==> config.mk <==
export PLATFORM = sky130hd
export DESIGN_NAME = multiplicador_seq
export DESIGN_NICKNAME = d
export VERILOG_FILES = /design/src/rtl/multiplicador_pkg.sv /design/src/rtl/multiplicador_seq.sv
export SDC_FILE = /design/constraint.sdc
export NUM_CORES = 1
export LEC_CHECK = 0
export BUFFER_PORTS_ARGS = -buffer_cell sky130_fd_sc_hd__clkbuf_2
export CORE_UTILIZATION = 60
export CTS_CLUSTER_DIAMETER = 40
export DETAILED_ROUTE_END_ITERATION = 8
export PLACE_DENSITY = 0.93
export SYNTH_ARGS = -nofsm -noshare
export SYNTH_HDL_FRONTEND = slang
export SYNTH_SLANG_ARGS = --single-unit
==> constraint.sdc <==
create_clock -name clk -period 3.3 [get_ports clk]
set_input_delay 0.165 -clock clk [delete_from_list [all_inputs] [get_ports clk]]
set_output_delay 0.165 -clock clk [all_outputs]
set_load 0.02 [all_outputs]
==> src/rtl/multiplicador_pkg.sv <==
// Shared types and sizing helpers for the sequential shift-and-add multiplier.
package multiplicador_pkg;

    typedef enum logic [1:0] {
        IDLE,
        CALC,
        DONE
    } mult_state_t;

    // Step counter width: max(1, clog2(n)) so N=1 still gets a 1-bit counter.
    function automatic int count_width(input int n);
        return (n > 1) ? $clog2(n) : 1;
    endfunction

endpackage

==> src/rtl/multiplicador_seq.sv <==
// Sequential unsigned shift-and-add multiplier: one partial product per clock, 2N-bit registered product.
// Optional macro MULTIPLICADOR_SEQ_EARLY_EXIT_EN finishes as soon as the remaining multiplier bits are zero.
module multiplicador_seq #(
    parameter int N = 4
) (
    input  logic           clk,
    input  logic           rst_n,
    input  logic           in_valid,
    output logic           in_ready,
    input  logic [N-1:0]   A,
    input  logic [N-1:0]   B,
    output logic           out_valid,
    input  logic           out_ready,
    output logic [2*N-1:0] P
);
    import multiplicador_pkg::*;

    localparam int            CW         = count_width(N);
    localparam logic [CW-1:0] LAST_COUNT = CW'(N - 1);

    mult_state_t     state;
    mult_state_t     next_state;
    logic [2*N-1:0]  acc;
    logic [2*N-1:0]  mcand;
    logic [N-1:0]    mplier;
    logic [CW-1:0]   count;
    logic [2*N-1:0]  product;
    logic [2*N-1:0]  acc_sum;
    logic            last_step;

    always_comb begin
        acc_sum = acc;
        if (mplier[0]) begin
            acc_sum = acc + mcand;
        end
    end

`ifdef MULTIPLICADOR_SEQ_EARLY_EXIT_EN
    // Stop once no set multiplier bits remain after this step's shift.
    assign last_step = (count == LAST_COUNT) || ((mplier >> 1) == '0);
`else
    assign last_step = (count == LAST_COUNT);
`endif

    always_ff @(posedge clk or negedge rst_n) begin
        if (!rst_n) begin
            state <= IDLE;
        end else begin
            state <= next_state;
        end
    end

    always_comb begin
        next_state = state;
        unique case (state)
            IDLE: if (in_valid)  next_state = CALC;
            CALC: if (last_step) next_state = DONE;
            DONE: if (out_ready) next_state = IDLE;
            default:             next_state = IDLE;
        endcase
    end

    // The product register is only written on the final step, so it stays put through DONE.
    always_ff @(posedge clk or negedge rst_n) begin
        if (!rst_n) begin
            acc     <= '0;
            mcand   <= '0;
            mplier  <= '0;
            count   <= '0;
            product <= '0;
        end else begin
            unique case (state)
                IDLE: begin
                    if (in_valid) begin
                        acc    <= '0;
                        mcand  <= {{N{1'b0}}, A};
                        mplier <= B;
                        count  <= '0;
                    end
                end
                CALC: begin
                    acc    <= acc_sum;
                    mcand  <= mcand << 1;
                    mplier <= mplier >> 1;
                    count  <= count + CW'(1);
                    if (last_step) begin
                        product <= acc_sum;
                    end
                end
                default: begin
                end
            endcase
        end
    end

    assign in_ready  = (state == IDLE);
    assign out_valid = (state == DONE);
    assign P         = product;

endmodule

==> impl_metrics.toml <==
[placed_design]
place_area_um2 = 1800
detailed_place_hpwl_um = 2520
port_buffers = 21
gp_congestion = 0.878

[clocking]
cts.htree.levels = 2
cts_buffers = 5
clk_path_buf_depth = 2
path_clk_slew_ns = 0.10
postCtsSetupRepairBufs = 0
cts-root-buf = "clkbuf_4"
clock_latency_ns = 0.34
cts.sinks = 32
cts_tree = "yes"

[timing]
min_period_ns = 2.09
worst_pin_slew_ns = 0.769
final-setup-viol-count = 0
grt_setup_unrepaired = "false"
slew_headroom_pct = 48.7
fmax_mhz = 479
hold_violations = 0
finalMaxSlewViolations = 0
skew_ns = 0.00713
fin_crit_sh_pct = 63.3
finalSetupTns_ns = 0

[critical_path]
worst-path-max-fanout = 5
critPathMaxStageDelay_ns = 0.48
crit_slowest_cell = "or4b_1"
start_kind = "register"
worst_ep_required_time_ns = 3.58
critical_path_class = "register to register"
crit_chain = "ha_1 > a211oi_2 > nor3_1 > o31a_1 > or4b_1 > nand3_1"
regToRegEndpoint = "acc[7]"
arrival_ns = 2.36
reg2regPathDepth = 6
crit_path_end_kind = "register"
timing.rr.start = "mcand[1]"
r2r_slack_ns = 1.21

[floorplanning]
rows = 18
start_util_pct = 65.4
dieWidth_um = 54.9
core_um2 = 2570
die_h_um = 54.9
io_pins = 22
dieArea_um2 = 3020

[global_routing]
antenna_found_initial = 0
grt_max_degree = 33
grt_overflow_total = 0
grt_usage_pct = 28.7
grt_pass1_wl_um = 5860
grt_pass1_vias = 1276

[finish]
area_growth_pct = 12.0
diodes = 0
fill_cells = 190
nets = 212
drive_above_1_share_pct = 15.1
design_area_um2 = 1880
final_common_cell = "dfrtp_1"
final_cell_mix = "dfrtp_1, clkbuf_2, a21oi_1, nand2_1, o21ai_0"

[min_path]
min_to = "mcand[2]"
hp-start = "A[2]"
holdPathStages = 3
min-delay-path-class = "input port to register"

[synth]
synthTopCellsByArea = "dfrtp_1, ha_1, a22o_1"
synthCells = 167
syn_area_per_cell_um2 = 10.1
yosysWarnings = 0
syn_nets = 188
synthDistinctLibCells = 33
ys_seq_area_share_pct = 47.7
synth.top_cell.area_share_pct = 47.7
syn-cell-area_um2 = 1680
yosys.area.top_type = "dfrtp_1"
synth_seq_cells = 32

[power_and_ir_drop]
powerDensity_nw_per_um2 = 924
p_leak_uw = 0.000933
vdd_drop_max_mv = 0.622

[drt]
vias = 1393
drt_pass1_iterations = 4
drc = 0
final_antenna_net_count = 0
routedWlPerCell_um = 15.8
via_per_inst = 6.27
routed_wl_um = 3510
drt_iter0_drc = 35

[status]
status = "completed"

[job]
max-cap-violations = 0
==> kinds of logic (layout without fill, tap and decap cells) <==
group           after synthesis  count (layout)  synth area share, %
xor+xnor                      5               5                 2.61
simple gates                 43              43                 12.7
flops                        32              32                 47.7
buf+inv                      11              36                 2.53
compound gates               63              63                 25.0
mux                           4               4                 2.38
fa+ha+maj                     9               9                 7.15
==> power by group <==
part | switching [µW] | internal [µW]
logic | 456 | 328
clock network | 134 | 105
registers | 167 | 549
==> how the worst max path moves through the flow <==
stage / start / to / slack, ns / cells past startpoint
after detailed placement: mcand[1] / acc[7] / 1.23 / 6
after CTS: mcand[1] / acc[7] / 1.22 / 6
after floorplan: acc[1] / P[7] / 1.38 / 6
after global placement: mcand[1] / P[7] / 1.29 / 6
final: mcand[1] / acc[7] / 1.21 / 6
after global routing: mcand[0] / P[6] / 1.01 / 7
==> metrics by stage <==
| step | instances | total power [µW] | hold slack (ns) | util (%) | setup WS (ns) |
|---|---|---|---|---|---|
| after floorplan | 167 | 1280 | -0.131 | - | 1.38 |
| after CTS | 222 | 1740 | 0.108 | 73.3 | 1.22 |
| after detailed placement | 212 | 1500 | 0.271 | 70.2 | 1.23 |
| after global routing | 222 | 1880 | 0.125 | 73.3 | 1.01 |
| final | 222 | 1740 | 0.109 | 73.3 | 1.21 |
| after global placement | 212 | 1460 | 0.267 | 70.2 | 1.29 |
==> flip-flops by register name (all words and copies together) (netlist names) <==
| register | cells |
|---|---|
| mplier | 4 |
| acc | 8 |
| P | 8 |
| count | 2 |
| mcand | 8 |
| state | 2 |
==> cell usage after synthesis <==
cell type  instances
a22o_1            11
nor3_1             2
nor4_1             1
o21bai_1           2
a211oi_2           1
nand3_1            1
o21ai_0           15
nand2_1           16
nand2b_1           2
o31ai_1            2
ha_1               8
a31oi_1            1
mux2i_1            4
o31a_1             1
xor2_1             2
inv_1              4
a21o_1             3
and3_1             2
or4b_1             1
or4_1              1
o211ai_1           1
xnor2_1            3
and3b_1            1
dfrtp_1           32
a21oi_1           16
a2bb2oi_1          4
nor2b_1            8
fa_1               1
a22oi_1            5
nor2_1             8
buf_2              1
o311ai_0           1
clkbuf_1           6
==> repair_timing <==
item | 4_1_cts | 5_1_grt
gates resized for setup | 0 | 0
setup endpoints to repair | 0 | 0
hold endpoints to repair | 33 | 0
hold buffers | 2 | 0
==> per-layer routing <==
metal | GRT usage (%) | up-vias | wire length [µm]
met5 | 0 | - | 0
li1 | - | 665 | -
met1 | 35.9 | 666 | 1490
met2 | 47.2 | 57 | 1730
met4 | 8.75 | 0 | 52
met3 | 9.02 | 5 | 234
==> worst max-delay path: cells and delay by family (launching register included) <==
| family | cells | cell delay, ns |
|---|---|---|
| AO/OA/AOI/OAI | 2 | 0.55 |
| AND/OR/NAND/NOR | 3 | 0.69 |
| adder cells (fa/ha/maj) | 1 | 0.33 |
| flip-flops | 1 | 0.46 |
==> final cells by class <==
| class | count | area, µm² | share of cell area [%] |
|---|---|---|---|
| clock buffer | 8 | 58.8 | 3.13 |
| tap | 30 | 37.5 | 1.99 |
| timing repair buffer | 24 | 133 | 7.05 |
| inverter | 4 | 15.0 | 0.798 |
| multi-input combinational | 124 | 837 | 44.5 |
| sequential | 32 | 801 | 42.6 |
(Power assumes the default switching activity.)
